<file path="src/rtl/mean_sched.sv">
// Round-robin front end that shares one `mean` datapath between NUM_REQ requesters.
// Results are returned in launch order and tagged with the ID of the requester that issued them.

package mean_pkg;
    localparam int data_width = 8;
endpackage

module mean_sched #(
    parameter int NUM_REQ      = 4,
    parameter int BUS_WIDTH    = 2,
    parameter int DATA_WIDTH   = mean_pkg::data_width,
    parameter int MAX_INFLIGHT = 4,
    parameter int ID_W         = $clog2(NUM_REQ)
) (
    input  logic                                  clk,
    input  logic                                  rst,
    input  logic                                  en,
    input  logic [NUM_REQ-1:0]                    req_valid,
    output logic [NUM_REQ-1:0]                    req_ready,
    input  logic [NUM_REQ*BUS_WIDTH*DATA_WIDTH-1:0] req_data,
    output logic                                  mean_i_valid,
    output logic [BUS_WIDTH*DATA_WIDTH-1:0]       mean_i_data,
    input  logic                                  mean_o_valid,
    input  logic [DATA_WIDTH-1:0]                 mean_o_data,
    output logic                                  res_valid,
    output logic [DATA_WIDTH-1:0]                 res_data,
    output logic [ID_W-1:0]                       res_id,
    output logic [$clog2(MAX_INFLIGHT):0]         inflight,
    output logic                                  err_orphan
);

    localparam int SLICE = BUS_WIDTH * DATA_WIDTH;
    localparam int PW    = $clog2(MAX_INFLIGHT);
    localparam int CW    = PW + 1;
    localparam logic [CW-1:0] MAX_CNT = CW'(MAX_INFLIGHT);

    logic [ID_W-1:0]  last;
    logic [ID_W-1:0]  sel_id;
    logic [ID_W-1:0]  cand;
    logic             sel_found;
    logic             can_push;
    logic             push;
    logic             pop;
    logic [SLICE-1:0] sel_data;
    logic [ID_W-1:0]  tag_mem [MAX_INFLIGHT];
    logic [PW-1:0]    wr_ptr;
    logic [PW-1:0]    rd_ptr;

    // A full FIFO may still accept a launch when a result pops in the same cycle.
    // NOTE: every signal written here gets a default first, so no latch is inferred.
    always_comb begin
        can_push  = en && !rst &&
                    ((inflight < MAX_CNT) || ((inflight == MAX_CNT) && mean_o_valid));
        sel_found = 1'b0;
        sel_id    = '0;
        cand      = '0;
        req_ready = '0;
        for (int k = 1; k <= NUM_REQ; k++) begin
            cand = ID_W'((int'(last) + k) % NUM_REQ);
            if (can_push && !sel_found && req_valid[cand]) begin
                sel_found = 1'b1;
                sel_id    = cand;
            end
        end
        if (sel_found) req_ready[sel_id] = 1'b1;
    end

    assign sel_data = req_data[int'(sel_id)*SLICE +: SLICE];
    assign push     = sel_found;
    assign pop      = mean_o_valid && (inflight != '0);

    // NOTE: sequential state uses non-blocking assignments so every flop samples pre-edge values.
    always_ff @(posedge clk) begin
        if (rst) begin
            last         <= ID_W'(NUM_REQ - 1);
            wr_ptr       <= '0;
            rd_ptr       <= '0;
            inflight     <= '0;
            mean_i_valid <= 1'b0;
            mean_i_data  <= '0;
            res_valid    <= 1'b0;
            res_data     <= '0;
            res_id       <= '0;
            err_orphan   <= 1'b0;
        end else begin
            mean_i_valid <= push;
            if (push) begin
                mean_i_data <= sel_data;
                last        <= sel_id;
                wr_ptr      <= wr_ptr + 1'b1;
            end
            if (pop) rd_ptr <= rd_ptr + 1'b1;
            if (push && !pop)      inflight <= inflight + 1'b1;
            else if (!push && pop) inflight <= inflight - 1'b1;

            res_valid <= mean_o_valid;
            if (mean_o_valid) begin
                res_data <= mean_o_data;
                res_id   <= pop ? tag_mem[rd_ptr] : '0;
            end
            if (mean_o_valid && !pop) err_orphan <= 1'b1;
        end
    end

    // NOTE: tag storage has no reset; the pointers and count define which entries are live.
    always_ff @(posedge clk) begin
        if (push) tag_mem[wr_ptr] <= sel_id;
    end

endmodule

</file>
<file path="config.mk">
export PLATFORM = sky130hd
export DESIGN_NAME = mean_sched
export DESIGN_NICKNAME = d
export VERILOG_FILES = /design/src/rtl/mean_sched.sv
export SDC_FILE = /design/constraint.sdc
export NUM_CORES = 1
export LEC_CHECK = 0
export ABC_AREA = 1
export CORE_UTILIZATION = 43
export DETAILED_ROUTE_END_ITERATION = 16
export GPL_TIMING_DRIVEN = 0
export PLACE_DENSITY = 0.9
export SLEW_MARGIN = 15
export SYNTH_ARGS = -nofsm -noshare
export SYNTH_HDL_FRONTEND = slang
export SYNTH_SLANG_ARGS = --single-unit
</file>
<file path="constraint.sdc">
create_clock -name clk -period 3.8 [get_ports clk]
set_input_delay 0.76 -clock clk [delete_from_list [all_inputs] [get_ports clk]]
set_output_delay 0.76 -clock clk [all_outputs]
set_load 0.03 [all_outputs]
</file>
[After elaboration in Yosys (flattened, before gate mapping)]
Memories as Yosys holds them, arrays and structs flattened. A register that Yosys moved wholly into a read port is not among the register bits.
Cells that the tools add are included.
Storage, ports and cells
  register bits after elaboration: 38
  memory bits (writable): 8
  input port bits: 80
  output and inout bits: 36
  word-level logic and storage cells: 78
  memories kept: 1
Operators by class
  $add $sub $neg: 8
  order comparisons: 7
  eq/ne operators: 1
  shifts and indexed selects: 1
  muxes and demuxes: 26
  reduce and logical (&&, ||, !) cells: 24
Memory list
  tag_mem: words 4, bits a word 2, rd ports 1, clocked after Yosys merged registers in 1, wr ports 1, RTL line 45  | logic [ID_W-1:0] tag_mem [MAX_INFLIGHT];
Operator list (count)
  $shiftx 64x7->16: 1
  $logic_and 1x1->1: 15
  $lt 2x3->1 const B: 5
  $mux 2: 7
  $mux 1: 11
  $add 2x1->2 const B: 4
  $bmux 1 s2: 4
  $logic_not 1->1: 6
  $mux 3: 2
  $add 2x2->2 const B: 2
  $mux 4: 1
  $add 3x1->3 const B: 1
  $eq 3x3->1 const B: 1
  $lt 3x3->1 const B: 1
  $reduce_bool 3->1: 1
  $sub 3x1->3 const B: 1
  $demux 1 s2: 1
  $ge 2x1->1 const B: 1
  $reduce_bool 2->1: 1
  $logic_or 1x1->1: 1

[Logic depth before layout (Yosys ltp)]
  word-level depth: 23
  depth in mapped cells: 17
  depth with buffers taken out: 15

[Least setup slack after synthesis]
Ideal clock, no wire load.
  path kind: in2out
  from: input mean_o_valid
  to: output req_ready[0]
  arrival time: 2567 ps
  required time: 3040 ps
  setup slack: 473 ps
  stages: 9
  buffers on the path: 3
  path through: buf_2 -> nand2_1 -> a21oi_2 -> nand2_2 -> nand4_2 -> nand2_2 -> buf_6 -> buf_4 -> nor3_1
Between the ends
  cells in the longest elaborated chain, start to end: 22
  elaborated cells on any way between the ends: 27
  those cells by class: 2 x order compare; 11 x mux; 14 x reduce/logical
RTL lines
  from (decl): RTL line 23  | input logic mean_o_valid,
  $logic_and 1x1->1 *: RTL line 53  | ((inflight < MAX_CNT) || ((inflight == MAX_CNT) && mean_o_valid));
  $logic_or 1x1->1 *: RTL line 53
  $logic_and 1x1->1 *: RTL line 52  | can_push = en && !rst &&
  $logic_and 1x1->1: RTL line 60  | if (can_push && !sel_found && req_valid[cand]) begin
  $mux 1: RTL line 60
  $logic_not 1->1: RTL line 60
  $logic_and 1x1->1 (2 in a row): RTL line 60
  $mux 1: RTL line 60
  (+5 left out)
  $logic_and 1x1->1 (2 in a row): RTL line 60
  $mux 2 *: RTL line 60
  net sel_id[0]: RTL line 38  | logic [ID_W-1:0] sel_id;
  $lt 2x3->1 (not written as such) or $ge 2x1->1 (tied branches): RTL line 65  | if (sel_found) req_ready[sel_id] = 1'b1;
  $logic_and 1x1->1 (not written as such): RTL line 65
  $mux 1 (not written as such): RTL line 65
  $demux 1 s2 *: RTL line 65
  $mux 4 *: RTL line 65
  to (decl): RTL line 19  | output logic [NUM_REQ-1:0] req_ready,
Mark *: on every way through the listed nets, which the timed path passes. The rest lies on a longest branch.

[Worst setup path after layout]
  from: input rst
  to: output req_ready[2]
Between the ends
  cells in the longest elaborated chain, start to end: 22
  elaborated cells on any way between the ends: 27
  those cells by class: 2 x order compare; 11 x mux; 14 x reduce/logical
RTL lines
  from (decl): RTL line 16  | input logic rst,
  $logic_not 1->1 *: RTL line 52
  $logic_and 1x1->1 * (2 in a row): RTL line 52
  $logic_and 1x1->1: RTL line 60
  $mux 1: RTL line 60
  $logic_not 1->1: RTL line 60
  $logic_and 1x1->1 (2 in a row): RTL line 60
  $mux 1: RTL line 60
  $logic_not 1->1: RTL line 60
  (+4 left out)
  $logic_and 1x1->1 (2 in a row): RTL line 60
  $mux 2 *: RTL line 60
  net sel_id[0]: RTL line 38
  $lt 2x3->1 (not written as such) or $ge 2x1->1 (tied branches): RTL line 65
  $logic_and 1x1->1 (not written as such): RTL line 65
  $mux 1 (not written as such): RTL line 65
  $demux 1 s2 *: RTL line 65
  $mux 4 *: RTL line 65
Marks and branches as above.

==> impl_metrics.json <==
{
  "power.leakage_uw": 0.00202,
  "post_cts_buffers": 0,
  "min_period_ns": 3.55,
  "antenna_found_initial": 0,
  "finClkSkew_ns": 0.0107,
  "dieArea_sq_mm": 0.00679,
  "start_util_pct": 45.9,
  "rr_worst_depth": 16,
  "ys_warn_count": 0,
  "grt_use_total_pct": 24.1,
  "io_buffers": 114,
  "synth_area_per_cell_sq_um": 6.49,
  "dieHeight_microns": 82.4,
  "cts_buffers": 5,
  "clock_latency_ns": 0.32,
  "synth.top_cells.by_area": "dfxtp_1 29%, nand2_1 17%, edfxtp_1 8.6%",
  "area_growth_pct": 48.9,
  "grt_max_degree": 17,
  "power.switching_uw": 1480,
  "synthesis.area_sq_mm": 0.00278,
  "synth_compound_area_share_pct": 12.4,
  "nets": 634,
  "clk_pin_slew_worst_paths_ns": 0.09,
  "total_power_uw": 3110,
  "die_x_microns": 82.4,
  "ios": 116,
  "clock_path_buffers": 2,
  "vias": 3095,
  "place_hpwl_microns": 6000,
  "synth_top_cell_by_area": "dfxtp_1",
  "yosysSeqAreaShare_pct": 37.5,
  "rows": 28,
  "pwr-share-clk_pct": 12.3,
  "synthAdderAreaFrac_pct": 2.97,
  "slew_violations": 0,
  "fmax_ghz": 0.282,
  "first_iter_violations": 133,
  "yosys.area_share.xor_xnor_pct": 0.315,
  "post-synth-top-area-fraction_pct": 28.8,
  "crit_end": "req_ready[2]",
  "p_per_area_mw_per_mm2": 752,
  "crit_fanout": 13,
  "max_cap_violations": 0,
  "cts-root-buf": "clkbuf_8",
  "critical_path_class": "input pin to output port",
  "hold_viol": 0,
  "stdcell_count": 624,
  "muxShareOfSynthArea_pct": 0,
  "seqPwrFrac_pct": 26.3,
  "r2r_slack_ns": 0.87,
  "drive_above_1_share_pct": 7.29,
  "core_sq_mm": 0.00606,
  "gr-total-overflow": 0,
  "synthCells": 428,
  "diodes": 0,
  "drt_first_pass_iters": 4,
  "cts_tree": "done",
  "rsz0062_at_grt": "false",
  "ant_nets": 0,
  "relSlewSlack_pct": 67.3,
  "wl_per_cell_microns": 12.4,
  "required_ns": 3.04,
  "ir_drop_v": 0.000373,
  "first_global_vias": 2884,
  "synthSimpleGateAreaFrac_pct": 33.4,
  "final_common_cell": "nand2_1",
  "r2r-start": "last[0]$_SDFFE_PP1P_",
  "hp-class": "flip-flop to flip-flop",
  "worst_slew_pin_slew_ns": 0.491,
  "gp_congestion": 0.897,
  "crit_path_start_kind": "input pin",
  "ys_ff_latch": 48,
  "finalWirelength_microns": 7740,
  "vias_per_cell": 4.96,
  "grt_pass1_wl_microns": 12500,
  "dp.cells": 617,
  "outcome": "completed",
  "p_sw_share_pct": 47.7,
  "finalSetupViolations": 0,
  "final_core_util_pct": 68.2,
  "finalCritPeriodShare_pct": 93.4,
  "nFillCells": 492,
  "startpoint": "rst",
  "synth_cell_types": 28,
  "cp.arrival_ns": 2.79,
  "p_int_uw": 1630,
  "synth_top_family_by_area": "simple AND/OR/NAND/NOR gates",
  "clock-sinks": 48,
  "layout.cells.most_common_list": "126 x nand2_1, 109 x clkdlybuf4s50_1, 64 x inv_1, 45 x nand3_1",
  "htree_levels": 2,
  "combPwrFrac_pct": 61.3,
  "reg2reg_to": "inflight[2]$_SDFFE_PP0P_",
  "syn_nets": 514,
  "end_kind": "output port",
  "drc": 0
}
metrics by stage:
step                hold slack, ns  setup slack [ns]  area, sq um  TNS, ns
floorplan                    0.436             0.473         2780        0
global placement             0.450            -0.373         4010    -1.27
detailed placement           0.457            -0.405         4010    -1.49
CTS                          0.471             0.128         4140        0
global route                 0.500            0.0686         4140        0
finish                       0.468             0.250         4140        0
timing repair:
item | 4_1_cts | 5_1_grt
resized for setup | 14 | 1
hold buffers | 0 | 0
setup endpoints to repair | 4 | 1
logic make-up after synthesis:
logic type      Yosys count
simple gates            223
buf+inv                  88
compound gates           62
flops                    48
fa+ha+maj                 6
xor+xnor                  1
worst max-delay path, cell delays in order:
cell             delay [ns]
dlygate4sd2_1          0.32
inv_2                  0.16
nand2_1                0.11
a21oi_4                0.23
nand2_2                0.13
nand4_2                0.12
nand2_2                0.08
buf_6                  0.15
buf_4                  0.18
nor2_1                 0.21
clkdlybuf4s15_2        0.33
cell usage after synthesis, drive strengths merged:
| cell type | instances |
|---|---|
| o211ai | 2 |
| dfxtp | 40 |
| nand2 | 132 |
| edfxtp | 8 |
| a22o | 1 |
| xor2 | 1 |
| nand3 | 45 |
| o32ai | 2 |
| ha | 5 |
| fa | 1 |
| nor2 | 41 |
| inv | 68 |
| nand4 | 3 |
| a21oi | 23 |
| nand3b | 1 |
| o21a | 1 |
| buf | 15 |
| clkbuf | 5 |
| o21ai | 33 |
| nor3 | 1 |
state kept, by name (all words and copies together) (netlist names), named ones only:
name,flops
mean_i_data,16
wr_ptr,2
res_id,2
mean_i_valid,1
tag_mem,8
rd_ptr,2
last,2
res_valid,1
err_orphan,1
inflight,3
res_data,8
worst min path at each step:
| stage | startpoint | end | cells past startpoint |
|---|---|---|---|
| after floorplan | rd_ptr[1]$_SDFFE_PP0P_ | flip-flop | 2 |
| after global placement | rd_ptr[1]$_SDFFE_PP0P_ | rd_ptr[1]$_SDFFE_PP0P_ | 2 |
| after detailed placement | res_id[1]$_SDFFE_PP0P_ | res_id[1]$_SDFFE_PP0P_ | 2 |
| after CTS | res_id[1]$_SDFFE_PP0P_ | res_id[1]$_SDFFE_PP0P_ | 2 |
| after global routing | res_id[1]$_SDFFE_PP0P_ | res_id[1]$_SDFFE_PP0P_ | 2 |
| final | res_id[1]$_SDFFE_PP0P_ | res_id[1]$_SDFFE_PP0P_ | 2 |
power groups by stage:
stage          Clock, uW  Combinational, uW  Sequential (uW)
3_5_place_dp           0               1900              827
5_1_grt              412               2110              840
4_1_cts              393               1900              820
3_3_place_gp           0               1840              821
6_report             384               1910              819
2_1_floorplan          0               1060             1030
layout make-up:
class	instances	area [sq um]	area share [%]
timing repair buffer	114	1140	27.6
clock inverter	3	45.0	1.09
sequential	48	1040	25.2
clock buffer	5	68.8	1.66
buffer	19	116	2.81
multi-input combinational	292	1370	33.2
tap	75	93.8	2.27
inverter	68	255	6.17
routing by layer:
| metal | global-route usage (%) | routed length, microns |
|---|---|---|
| met5 | 0 | 0 |
| met4 | 7.37 | 124 |
| met3 | 6.70 | 563 |
| met2 | 43.2 | 3950 |
| met1 | 27.5 | 3110 |
Power figures use the tool's default switching activity.
